===== config.mk =====
export PLATFORM = sky130hd
export DESIGN_NAME = key_event_queue
export DESIGN_NICKNAME = d
export VERILOG_FILES = /design/src/rtl/key_event_queue_pkg.sv /design/src/rtl/key_event_queue_sync_fifo.sv /design/src/rtl/key_event_queue.sv
export SDC_FILE = /design/constraint.sdc
export NUM_CORES = 1
export LEC_CHECK = 0
export ABC_CLOCK_PERIOD_IN_PS = 4800
export CAP_MARGIN = 20
export CORE_UTILIZATION = 42
export CTS_CLUSTER_SIZE = 16
export DETAILED_ROUTE_END_ITERATION = 12
export PLACE_DENSITY = 0.68
export SYNTH_ARGS = -nofsm -noshare
export SYNTH_HDL_FRONTEND = slang
export SYNTH_SLANG_ARGS = --single-unit

===== constraint.sdc =====
create_clock -name clk -period 4.8 [get_ports clk]
set_clock_uncertainty 0.2 [all_clocks]
set_input_delay 0.96 -clock clk [delete_from_list [all_inputs] [get_ports clk]]
set_output_delay 0.96 -clock clk [all_outputs]
set_load 0.1 [all_outputs]

===== src/rtl/key_event_queue_pkg.sv =====
// Shared definitions for the key event queue: read-word layout, event FSM
// encoding and default timing constants.
package key_event_pkg;

  // rd_data field positions
  localparam int OVF_BIT  = 7;
  localparam int RPT_BIT  = 6;
  localparam int CODE_LSB = 0;
  localparam int CODE_W   = 4;

  // A queued entry is {repeat_flag, code}
  localparam int ENTRY_W  = CODE_W + 1;

  // Default timing / sizing
  localparam int DEF_DEPTH        = 8;
  localparam int DEF_REPEAT_DELAY = 25000000;
  localparam int DEF_REPEAT_RATE  = 5000000;
  localparam int DEF_CNT_BITS     = 25;

  typedef enum logic [1:0] {
    ST_IDLE    = 2'd0,
    ST_CAPTURE = 2'd1,
    ST_HELD    = 2'd2
  } state_t;

  // Build the host-visible read word from the overflow flag and a queue entry.
  function automatic logic [7:0] pack_rd_data(input logic ovf,
                                              input logic [ENTRY_W-1:0] entry);
    logic [7:0] d;
    d = '0;
    d[OVF_BIT] = ovf;
    d[RPT_BIT] = entry[CODE_W];
    d[CODE_LSB +: CODE_W] = entry[CODE_W-1:0];
    return d;
  endfunction

endpackage


===== src/rtl/key_event_queue_sync_fifo.sv =====
// Synchronous FIFO with wrap-around pointers carrying one extra bit to tell
// full from empty. A push while full is accepted only if a pop frees a slot
// in the same cycle; clr empties the FIFO and overrides push and pop.
module sync_fifo #(
  parameter int WIDTH = 5,
  parameter int DEPTH = 8
) (
  input  logic                     i_clk,
  input  logic                     i_rst_n,
  input  logic                     i_push,
  input  logic                     i_pop,
  input  logic                     i_clr,
  input  logic [WIDTH-1:0]         i_data,
  output logic [WIDTH-1:0]         o_data,
  output logic                     o_full,
  output logic                     o_empty,
  output logic [$clog2(DEPTH):0]   o_count,
  output logic [$clog2(DEPTH):0]   o_count_nxt
);
  localparam int AW = $clog2(DEPTH);

  logic [WIDTH-1:0] r_mem [DEPTH];
  logic [AW:0]      r_wr_ptr;
  logic [AW:0]      r_rd_ptr;
  logic             w_do_push;
  logic             w_do_pop;
  logic [AW:0]      w_wr_nxt;
  logic [AW:0]      w_rd_nxt;

  assign o_empty     = (r_wr_ptr == r_rd_ptr);
  assign o_full      = (r_wr_ptr[AW] != r_rd_ptr[AW]) &&
                       (r_wr_ptr[AW-1:0] == r_rd_ptr[AW-1:0]);
  assign o_count     = r_wr_ptr - r_rd_ptr;
  assign o_count_nxt = w_wr_nxt - w_rd_nxt;
  assign o_data      = r_mem[r_rd_ptr[AW-1:0]];

  // Next pointer values; pop frees a slot before the push is considered.
  always_comb begin
    w_do_pop  = i_pop && !o_empty;
    w_do_push = i_push && (!o_full || w_do_pop);
    w_wr_nxt  = r_wr_ptr + (AW+1)'(w_do_push);
    w_rd_nxt  = r_rd_ptr + (AW+1)'(w_do_pop);
    if (i_clr) begin
      w_wr_nxt = '0;
      w_rd_nxt = '0;
    end
  end

  // Pointer registers.
  always_ff @(posedge i_clk) begin
    if (!i_rst_n) begin
      r_wr_ptr <= '0;
      r_rd_ptr <= '0;
    end else begin
      r_wr_ptr <= w_wr_nxt;
      r_rd_ptr <= w_rd_nxt;
    end
  end

  // Storage write; contents need no reset since the pointers define validity.
  always_ff @(posedge i_clk) begin
    if (w_do_push && !i_clr) r_mem[r_wr_ptr[AW-1:0]] <= i_data;
  end

endmodule


===== src/rtl/key_event_queue.sv =====
// Turns debounced key activity into press / auto-repeat events, queues them
// and exposes them to the host through a strobed read port and a level irq.
// Host port handshake: rd_en is a request with no back-pressure; when the
// queue is non-empty the head is popped and rd_valid pulses for exactly one
// cycle together with rd_data. A request on an empty queue is ignored.
module key_event_queue
  import key_event_pkg::*;
#(
  parameter int DEPTH        = DEF_DEPTH,
  parameter int REPEAT_DELAY = DEF_REPEAT_DELAY,
  parameter int REPEAT_RATE  = DEF_REPEAT_RATE,
  parameter int CNT_BITS     = DEF_CNT_BITS
) (
  input  logic                   clk,
  input  logic                   reset,
  input  logic [CODE_W-1:0]      key_code,
  input  logic                   key_active,
  input  logic                   rd_en,
  input  logic                   clr,
  output logic [7:0]             rd_data,
  output logic                   rd_valid,
  output logic [$clog2(DEPTH):0] count,
  output logic                   irq,
  output logic [1:0]             dbg_state
);
  state_t               r_state;
  logic                 r_ka_q;
  logic [CNT_BITS-1:0]  r_cnt;
  logic [CODE_W-1:0]    r_code;
  logic                 r_overflow;
  logic [7:0]           r_rd_data;
  logic                 r_rd_valid;
  logic                 r_irq;

  logic                 w_rise;
  logic                 w_push;
  logic [ENTRY_W-1:0]   w_push_data;
  logic                 w_pop;
  logic                 w_drop;
  logic                 w_full;
  logic                 w_empty;
  logic [ENTRY_W-1:0]   w_head;
  logic [$clog2(DEPTH):0] w_count_nxt;

  assign rd_data   = r_rd_data;
  assign rd_valid  = r_rd_valid;
  assign irq       = r_irq;
  assign dbg_state = r_state;

  // Event generation: capture pushes the live code, repeats reuse the held one.
  always_comb begin
    w_rise      = key_active && !r_ka_q;
    w_push      = 1'b0;
    w_push_data = {1'b1, r_code};
    if (r_state == ST_CAPTURE) begin
      w_push      = 1'b1;
      w_push_data = {1'b0, key_code};
    end else if (r_state == ST_HELD && key_active && r_cnt == '0) begin
      w_push = 1'b1;
    end
    w_pop  = rd_en && !w_empty && !clr;
    w_drop = w_push && w_full && !w_pop && !clr;
  end

  // Edge-detect register follows the input even through reset, so a key held
  // across reset shows no rise until it is released and pressed again.
  always_ff @(posedge clk) begin
    r_ka_q <= key_active;
  end

  // Event FSM with repeat counter and captured code.
  always_ff @(posedge clk) begin
    if (!reset) begin
      r_state <= ST_IDLE;
      r_cnt   <= '0;
      r_code  <= '0;
    end else begin
      case (r_state)
        ST_IDLE: begin
          if (w_rise) r_state <= ST_CAPTURE;
        end
        ST_CAPTURE: begin
          r_code  <= key_code;
          r_cnt   <= CNT_BITS'(REPEAT_DELAY - 1);
          r_state <= key_active ? ST_HELD : ST_IDLE;
        end
        ST_HELD: begin
          if (!key_active)      r_state <= ST_IDLE;
          else if (r_cnt == '0) r_cnt   <= CNT_BITS'(REPEAT_RATE - 1);
          else                  r_cnt   <= r_cnt - 1'b1;
        end
        default: r_state <= ST_IDLE;
      endcase
    end
  end

  // Sticky overflow: set when an event is dropped, cleared only by clr.
  always_ff @(posedge clk) begin
    if (!reset)      r_overflow <= 1'b0;
    else if (clr)    r_overflow <= 1'b0;
    else if (w_drop) r_overflow <= 1'b1;
  end

  // Read register: load the head on a successful pop, hold otherwise.
  always_ff @(posedge clk) begin
    if (!reset) begin
      r_rd_data  <= '0;
      r_rd_valid <= 1'b0;
    end else if (w_pop) begin
      r_rd_data  <= pack_rd_data(r_overflow, w_head);
      r_rd_valid <= 1'b1;
    end else begin
      r_rd_valid <= 1'b0;
    end
  end

  // irq tracks the count the FIFO will hold after this edge.
  always_ff @(posedge clk) begin
    if (!reset) r_irq <= 1'b0;
    else        r_irq <= (w_count_nxt != '0);
  end

  sync_fifo #(
    .WIDTH (ENTRY_W),
    .DEPTH (DEPTH)
  ) u_fifo (
    .i_clk       (clk),
    .i_rst_n     (reset),
    .i_push      (w_push),
    .i_pop       (w_pop),
    .i_clr       (clr),
    .i_data      (w_push_data),
    .o_data      (w_head),
    .o_full      (w_full),
    .o_empty     (w_empty),
    .o_count     (count),
    .o_count_nxt (w_count_nxt)
  );

endmodule


==> results_dict.tcl <==
set metrics [dict create \
    hold_start "r_ka_q$_DFF_P_" \
    yosysTopAreaCellShare_pct 28.8 \
    hold_depth 1 \
    cts_root_buffer "clkbuf_8" \
    critPathRequiredTime_ns 4.88 \
    rows 36 \
    r2r_slack_ns 0.96 \
    synth_most_common_cell "dfxtp_1" \
    yosysTopAreaCell "edfxtp_1" \
    clk_pin_slew_ns 0.10 \
    dpl_cell_area_mm2 0.00457 \
    viasPerCell 5.41 \
    r2r_cells 13 \
    avgSynthCellArea_um2 11.1 \
    timing.rr.start "r_cnt[16]$_SDFFE_PN0P_" \
    ys_seq_area_share_pct 52.3 \
    synth_area_leaders "edfxtp_1 29%, dfxtp_1 24%, mux4_2 5.4%" \
    dieHeight_um 102 \
    hold_path_class "flop to flop" \
    period_share_pct 84.4 \
    vdd_drop_max_mv 0.174 \
    antenna_found_initial 0 \
    place.detailed.hpwl_mm 5.93 \
    syn_area_mm2 0.00417 \
    leakage_nw 1.76 \
    power-per-cell-area_mw_per_mm2 337 \
    grtUsageTotal_pct 17.9 \
    drcViolationCount 0 \
    max_freq_mhz 247 \
    ant_nets 0 \
    cts_setup_buffers 0 \
    finalSetupTns_ns 0 \
    clock-sinks 89 \
    yosysWarningCount 0 \
    grt_pass1_wl_mm 14.1 \
    die_area_mm2 0.0103 \
    cts-hold-fix-buffers 0 \
    final_cell_count_no_fill 542 \
    cts_made_buffers 9 \
    drt_iter0_markers 130 \
    critPathArrivalTime_ns 4.13 \
    min_to "dbg_state[0]$_SDFFE_PN0P_" \
    worstReg2RegEnd "irq$_SDFF_PN0_" \
    rsz0062_at_grt "false" \
    period_minus_slack_ns 4.05 \
    max_slew.worst_pin.slew_ns 0.968 \
    globalplace.congestion 0.853 \
    cts_resized 0 \
    n_antenna_cell 0 \
    cts_tree "built" \
    clk-insertion-delay-late_ns 0.36 \
    async_flop_share_pct 0 \
    slew_violations 0 \
    grt_pass1_vias 2907 \
    synth_ff_type "dfxtp_1" \
    core_area_mm2 0.00968 \
    grt_max_degree 20 \
    die_x_um 102 \
    place_ws_ns 0.386 \
    clk_path_buf_depth 2 \
    worst_slack_ns 0.750 \
    ioPinCount 25 \
    drive_gt1_share_pct 13.7 \
    start_util_pct 43.1 \
    finalSetupViolations 0 \
    finalHoldViolCount 0 \
    area_growth_pct 15.0 \
    max_slew_margin_pct 35.2 \
    worstSetupPathType "input pin to flop" \
    grt-ovfl-total 0 \
    cts-htree-levels 3 \
    whs_ns 0.201 \
    ys_ff_latch 89 \
    cp-startpoint "key_active" \
    place_inst 526 \
    vias 2930 \
    final_area_mm2 0.00480 \
    cp_max_fo 9 \
    fin_nets 426 \
    avgRoutedWirePerCell_um 15.2 \
    status "completed" \
    portBuffers 22 \
    syn_inst 376 \
    synthDistinctLibCells 59 \
    start_kind "input pin" \
    synthTopCellsByCount "49 x dfxtp_1, 40 x edfxtp_1, 36 x nand2_1" \
    cp-end-kind "flop" \
    postRouteWirelength_mm 8.26 \
    synth-edff-count 40 \
    firstDrtPassIters 4 \
    drv_cap 0 \
]
==> kinds of logic after synthesis <==
logic type               count (synthesis)  synth area share (%)
flip-flops                              89                  52.3
AND/OR/NAND/NOR                        141                  18.6
other                                    1                0.0898
XOR/XNOR                                14                  3.27
buffers and inverters                   33                  3.24
multiplexers                            11                  5.64
adder cells (fa/ha/maj)                 13                  4.08
AO/OA/AOI/OAI                           74                  12.8
==> final cells by class <==
cell class / count / area [um^2]
inverters: 14 / 52.6
fillers: 872 / 4880
repair buffers: 35 / 310
clock inverters: 7 / 106
well taps: 133 / 166
flip-flops and latches: 89 / 2180
multi-input cells: 255 / 1860
clock buffers: 9 / 124
==> placed cells by master, fill, tap and decap left out, types with 9 or more instances in the layout <==
cell / instances
nand2_1: 36
edfxtp_1: 40
nor3_1: 12
clkdlybuf4s50_1: 19
nor2_1: 30
clkbuf_8: 9
inv_1: 14
ha_1: 12
a21oi_1: 19
mux4_2: 10
nand2b_1: 9
o21ai_0: 12
nor4_1: 14
dfxtp_1: 49
buf_4: 16
==> critical path, cell delays in order <==
cell and delay (ns):
clkdlybuf4s50_1 0.59, nand3b_1 0.15, o31a_4 0.42, o21bai_4 0.23, inv_1 0.07, ha_1 0.16, ha_1 0.22, nor2b_1 0.15
ha_1 0.29, a21o_1 0.16, a21oi_1 0.19, xnor3_1 0.33, a41oi_1 0.20
==> through the flow <==
stage	util [%]	power [mW]
6_report	49.6	1.62
5_1_grt	49.6	1.69
4_1_cts	49.6	1.63
3_5_place_dp	47.2	1.04
3_3_place_gp	47.2	1.04
2_1_floorplan	-	0.992
==> sequential cells by signal, indices dropped and copies added, names as in the netlist <==
register / flops
u_fifo.r_mem: 40
r_cnt: 25
rd_data: 6
r_code: 4
u_fifo.r_rd_ptr: 4
u_fifo.r_wr_ptr: 4
dbg_state: 2
irq: 1
r_ka_q: 1
r_overflow: 1
rd_valid: 1
==> per-layer routing <==
| layer | part of all wire (%) | track usage [%] |
|---|---|---|
| met5 | 0 | 0 |
| met4 | 0.93 | 4.57 |
| met3 | 3.1 | 4.55 |
| met2 | 51 | 31.3 |
| met1 | 45 | 21.9 |
==> power breakdown <==
group	switching (mW)	internal (mW)
registers	0.0219	0.807
logic	0.130	0.0688
clock network	0.286	0.304
==> how the worst max path moves through the flow <==
stage / to / cells after the start
2_1_floorplan: irq$_SDFF_PN0_ / 13
4_1_cts: irq$_SDFF_PN0_ / 13
3_5_place_dp: irq$_SDFF_PN0_ / 13
3_3_place_gp: irq$_SDFF_PN0_ / 13
6_report: irq$_SDFF_PN0_ / 13
5_1_grt: irq$_SDFF_PN0_ / 13
(Power assumes the default switching activity.)
